[src/rtl/ysyx_23060240_trap_ctrl.sv]
// Trap / CSR sequencer: serialises ECALL, MRET and CSRRW/S/C into
// single-access CSR file cycles and emits a completion pulse plus an
// optional pc redirect.
module ysyx_23060240_trap_ctrl #(
    parameter logic [31:0] CAUSE_ECALL = 32'h0000000b,
    parameter logic [1:0]  MPP_M       = 2'b11
) (
    input  logic        clk,
    input  logic        rst_n,
    input  logic        req_valid,
    output logic        req_ready,
    input  logic [2:0]  req_op,
    input  logic [31:0] req_pc,
    input  logic [11:0] req_addr,
    input  logic [31:0] req_wdata,
    output logic [11:0] csr_addr,
    output logic [31:0] w_csr_data,
    output logic        w_csr_en,
    output logic        r_csr_en,
    input  logic [31:0] r_csr_data,
    output logic        done,
    output logic [31:0] rd_data,
    output logic        redirect_valid,
    output logic [31:0] redirect_pc,
    output logic        busy
);

    localparam logic [2:0] OP_ECALL = 3'd0;
    localparam logic [2:0] OP_MRET  = 3'd1;
    localparam logic [2:0] OP_CSRRW = 3'd2;
    localparam logic [2:0] OP_CSRRS = 3'd3;
    localparam logic [2:0] OP_CSRRC = 3'd4;

    localparam logic [11:0] A_MSTATUS = 12'h300;
    localparam logic [11:0] A_MTVEC   = 12'h305;
    localparam logic [11:0] A_MEPC    = 12'h341;
    localparam logic [11:0] A_MCAUSE  = 12'h342;

    typedef enum logic [3:0] {
        IDLE, CSR_RD, CSR_WR, E_EPC, E_CAUSE, E_SRD, E_SWR, E_VEC,
        M_SRD, M_SWR, M_EPC, RESP
    } state_e;

    state_e      state_q, state_d;
    logic [2:0]  op_q, op_d;
    logic [31:0] pc_q, pc_d;
    logic [11:0] addr_q, addr_d;
    logic [31:0] wdata_q, wdata_d;
    logic [31:0] old_q, old_d;      // old CSR value / mstatus snapshot
    logic [31:0] target_q, target_d;

    logic is_csr_op;
    logic is_trap_op;
    assign is_csr_op  = (op_q == OP_CSRRW) || (op_q == OP_CSRRS) || (op_q == OP_CSRRC);
    assign is_trap_op = (op_q == OP_ECALL) || (op_q == OP_MRET);

    // State and latched request registers; reset aborts any sequence
    always_ff @(posedge clk) begin
        if (!rst_n) begin
            state_q  <= IDLE;
            op_q     <= 3'd0;
            pc_q     <= 32'd0;
            addr_q   <= 12'd0;
            wdata_q  <= 32'd0;
            old_q    <= 32'd0;
            target_q <= 32'd0;
        end else begin
            state_q  <= state_d;
            op_q     <= op_d;
            pc_q     <= pc_d;
            addr_q   <= addr_d;
            wdata_q  <= wdata_d;
            old_q    <= old_d;
            target_q <= target_d;
        end
    end

    // Next-state sequencing
    always_comb begin
        state_d = state_q;
        unique case (state_q)
            IDLE: begin
                if (req_valid) begin
                    unique case (req_op)
                        OP_ECALL: state_d = E_EPC;
                        OP_MRET:  state_d = M_SRD;
                        OP_CSRRW, OP_CSRRS, OP_CSRRC: state_d = CSR_RD;
                        default:  state_d = RESP;
                    endcase
                end
            end
            // Set/clear with a zero mask has no side effect, so skip the write
            CSR_RD:  state_d = ((op_q != OP_CSRRW) && (wdata_q == 32'd0)) ? RESP : CSR_WR;
            CSR_WR:  state_d = RESP;
            E_EPC:   state_d = E_CAUSE;
            E_CAUSE: state_d = E_SRD;
            E_SRD:   state_d = E_SWR;
            E_SWR:   state_d = E_VEC;
            E_VEC:   state_d = RESP;
            M_SRD:   state_d = M_SWR;
            M_SWR:   state_d = M_EPC;
            M_EPC:   state_d = RESP;
            RESP:    state_d = IDLE;
            default: state_d = IDLE;
        endcase
    end

    // Request capture and read-data snapshots
    always_comb begin
        op_d     = op_q;
        pc_d     = pc_q;
        addr_d   = addr_q;
        wdata_d  = wdata_q;
        old_d    = old_q;
        target_d = target_q;
        unique case (state_q)
            IDLE: begin
                if (req_valid) begin
                    op_d     = req_op;
                    pc_d     = req_pc;
                    addr_d   = req_addr;
                    wdata_d  = req_wdata;
                    old_d    = 32'd0;
                    target_d = 32'd0;
                end
            end
            CSR_RD, E_SRD, M_SRD: old_d = r_csr_data;
            E_VEC:   target_d = {r_csr_data[31:2], 2'b00};
            M_EPC:   target_d = r_csr_data;
            default: ;
        endcase
    end

    // Per-state CSR strobes and response outputs; data buses zero when idle
    always_comb begin
        req_ready      = (state_q == IDLE);
        busy           = (state_q != IDLE);
        csr_addr       = 12'd0;
        w_csr_data     = 32'd0;
        w_csr_en       = 1'b0;
        r_csr_en       = 1'b0;
        done           = 1'b0;
        rd_data        = 32'd0;
        redirect_valid = 1'b0;
        redirect_pc    = 32'd0;
        unique case (state_q)
            CSR_RD: begin
                r_csr_en = 1'b1;
                csr_addr = addr_q;
            end
            CSR_WR: begin
                w_csr_en = 1'b1;
                csr_addr = addr_q;
                unique case (op_q)
                    OP_CSRRS: w_csr_data = old_q | wdata_q;
                    OP_CSRRC: w_csr_data = old_q & ~wdata_q;
                    default:  w_csr_data = wdata_q;
                endcase
            end
            E_EPC: begin
                w_csr_en   = 1'b1;
                csr_addr   = A_MEPC;
                w_csr_data = pc_q;
            end
            E_CAUSE: begin
                w_csr_en   = 1'b1;
                csr_addr   = A_MCAUSE;
                w_csr_data = CAUSE_ECALL;
            end
            E_SRD, M_SRD: begin
                r_csr_en = 1'b1;
                csr_addr = A_MSTATUS;
            end
            E_SWR: begin
                w_csr_en          = 1'b1;
                csr_addr          = A_MSTATUS;
                w_csr_data        = old_q;
                w_csr_data[7]     = old_q[3];
                w_csr_data[3]     = 1'b0;
                w_csr_data[12:11] = MPP_M;
            end
            M_SWR: begin
                w_csr_en          = 1'b1;
                csr_addr          = A_MSTATUS;
                w_csr_data        = old_q;
                w_csr_data[3]     = old_q[7];
                w_csr_data[7]     = 1'b1;
                w_csr_data[12:11] = 2'b00;
            end
            E_VEC: begin
                r_csr_en = 1'b1;
                csr_addr = A_MTVEC;
            end
            M_EPC: begin
                r_csr_en = 1'b1;
                csr_addr = A_MEPC;
            end
            RESP: begin
                done = 1'b1;
                if (is_csr_op) rd_data = old_q;
                if (is_trap_op) begin
                    redirect_valid = 1'b1;
                    redirect_pc    = target_q;
                end
            end
            default: ;
        endcase
    end

endmodule

[config.mk]
export PLATFORM = sky130hd
export DESIGN_NAME = ysyx_23060240_trap_ctrl
export DESIGN_NICKNAME = d
export VERILOG_FILES = /design/src/rtl/ysyx_23060240_trap_ctrl.sv
export SDC_FILE = /design/constraint.sdc
export NUM_CORES = 1
export LEC_CHECK = 0
export BUFFER_PORTS_ARGS = -buffer_cell sky130_fd_sc_hd__buf_2
export CORE_MARGIN = 1.5
export CORE_UTILIZATION = 40
export CTS_CLUSTER_SIZE = 8
export DETAILED_ROUTE_END_ITERATION = 12
export HOLD_SLACK_MARGIN = 0.02
export MAX_ROUTING_LAYER = met4
export PLACE_DENSITY_LB_ADDON = 0.25
export SLEW_MARGIN = 10
export SYNTH_ARGS = -nofsm -noshare
export SYNTH_HDL_FRONTEND = slang
export SYNTH_SLANG_ARGS = --single-unit
[constraint.sdc]
create_clock -name clk -period 4.3 [get_ports clk]
set_input_delay 0 -clock clk [delete_from_list [all_inputs] [get_ports clk]]
set_output_delay 0 -clock clk [all_outputs]
set_load 0.005 [all_outputs]
==> out/qor.csv <==
metric,value,unit
status,"complete, no violations",
cp_cell_sequence,"or3b_2, o21ai_2, buf_4, nand3b_1, a221oi_1, buf_2",
cts_setup_buffers,0,
synthesis.nets,996,
start_util,41.2,%
area_growth,41.7,%
setup_viol,0,
crit_slowest_cell,or3b_2,
whs,112,ps
ios,228,
cts_max_level,4,
synth.top_cells.by_count,"nand2_1, dfxtp_1, a21oi_1",
ys.flop_type,dfxtp_1,
worstSkewPairLatency,430,ps
multi_input_area,0.00362,sq mm
start_kind,flop,
critPathMaxStageDelay,820,ps
root_buffer,clkbuf_16,
final-hold-violation-count,0,
first_pass_iters,6,
worstSetupPathType,reg -> out,
antenna_found_initial,0,
cp.arrival,3060,ps
ff_latch_area,0.00294,sq mm
antenna_left,0,
maxCapViolCount,0,
dr_total_vias,7492,
cts_buffer_depth,2,
dieArea,0.0180,sq mm
fin_crit_sh,71.2,%
final_nets,1288,
n_antenna_cell,0,
synth_top_area_share,42.8,%
p_leak,4.11,nW
cts_hold_buf,112,
drt-total-wl,24700,um
place_hpwl,15500,um
crit_fanout,34,
die_h,134,um
ctsResizeCount,0,
syn_area_per_cell,7.80,sq um
io_buffer_count,227,
gp_congestion,0.866,
core.rowCount,47,
synth_seq_cells,147,
grt-ovfl-total,0,
clkSlewWorstSetupHoldPaths,60,ps
critical_path.endpoint_type,output pin,
p_per_area,509,mW/mm^2
fin_setup_tns,0,ps
gr-usage-all-layers,27.8,%
synthesis.area,0.00688,sq mm
synth_top_area_cell,dfxtp_1,
drive_gt1_share,23.8,%
required,4300,ps
cts_tree,built,
ys_warn_count,0,
wl_per_cell,17.5,um
fmax,326,MHz
post-route-min-period,3060,ps
core,0.0167,sq mm
clock_sinks,147,
rsz0062_at_grt,no,
postSynth.asyncResetShare,0,%
cts_inserted_buffers,17,
slew_headroom,27.8,%
synth_most_common_cell,nand2_1,
worst_slew_pin_slew,1080,ps
die_w,134,um
synthCells,882,
final.fill_count,1520,
synth_cell_types,45,
grt_pass1_wl,37800,um
synth-seq-area-share,42.8,%
drcViolationCount,0,
final-max-slew-violation-count,0,
via_per_inst,5.32,
max-vdd-ir-drop,0.329,mV
synth_area_leaders,"dfxtp_1, nand2_1, a21oi_1",
grt_pass1_vias,7085,
hold_path.class,in -> reg,
synth_edf_count,0,
skew,11.2,ps
grt_max_degree,93,
drt_iter0_drc,487,
==> state kept, by name, indices dropped and copies added (netlist names) <==
signal,count
addr_q,12
old_q,32
op_q,3
pc_q,32
state_q,4
target_q,32
wdata_q,32
==> per-layer routing <==
layer	share of wire, %	wire (um)	GRT usage (%)
met1	45	11100	35.5
met2	47	11600	43.8
met3	6.2	1520	5.52
met4	2.2	533	9.86
met5	0	0	-
==> power breakdown <==
group / internal [W] / switching (W)
Clock: 0.000869 / 0.000605
Sequential: 0.00163 / 0.000311
Combinational: 0.000598 / 0.000949
==> worst max-delay path: cells and delay by family, from the launching register on <==
kind / cells / cell delay [ps]
compound gates: 2 / 740
buf+inv: 2 / 560
flops: 1 / 400
simple gates: 2 / 940
==> final timing paths <==
kind         slack (ps)                        to  cells past startpoint                    start
max                1240            w_csr_data[12]                      6     op_q[2]$_SDFFE_PN0P_
min                 110   state_q[3]$_SDFFE_PN0P_                      4                req_valid
max reg2reg        1660  target_q[0]$_SDFFE_PN0P_                      4  state_q[3]$_SDFFE_PN0P_
min reg2reg         450   addr_q[10]$_SDFFE_PN0P_                      2  addr_q[10]$_SDFFE_PN0P_
==> metrics by stage <==
| stage | cells | util [%] | worst slack, ps | cell area [sq um] | total power (W) |
|---|---|---|---|---|---|
| after CTS | 1407 | 58.3 | 1180 | 9740 | 0.00496 |
| after global routing | 1407 | 58.3 | 1030 | 9740 | 0.00521 |
| after global placement | 1263 | 48.1 | 1700 | 8040 | 0.00338 |
| final | 1407 | 58.3 | 1240 | 9740 | 0.00496 |
| after detailed placement | 1263 | 48.1 | 1650 | 8040 | 0.00341 |
| after floorplan | 882 | - | 2570 | 6880 | 0.00292 |
==> placed cells by master, fill, tap and decap left out, drive strengths merged, types with 6 or more instances in the layout <==
cell and count:
nor2 13, nand2b 9, a21oi 123, clkbuf 20
nand2 214, nor2b 32, o21ai 35, dlygate4sd3 112
buf 233, dfxtp 147, a22oi 60, nor4 7
nand3 16, clkinvlp 6, and2 72, a22o 32
==> layout make-up <==
type | instances | share of cell area, %
multi-input combinational | 658 | 37.2
sequential | 147 | 30.2
timing repair buffer | 345 | 23.6
clock buffer | 20 | 4.59
tap | 220 | 2.83
clock inverter | 12 | 1.36
inverter | 5 | 0.205
==> logic make-up (layout without fill, tap and decap cells) <==
family	after synthesis	in the layout	synth area share (%)
and+or+nand+nor	384	384	26.7
DFF	147	147	42.8
muxes	1	1	0.146
xor gates and xnor gates	3	3	0.382
buffers and inverters	77	382	5.40
AOI/OAI and AO/OA	270	270	24.5
(Power assumes the default switching activity.)
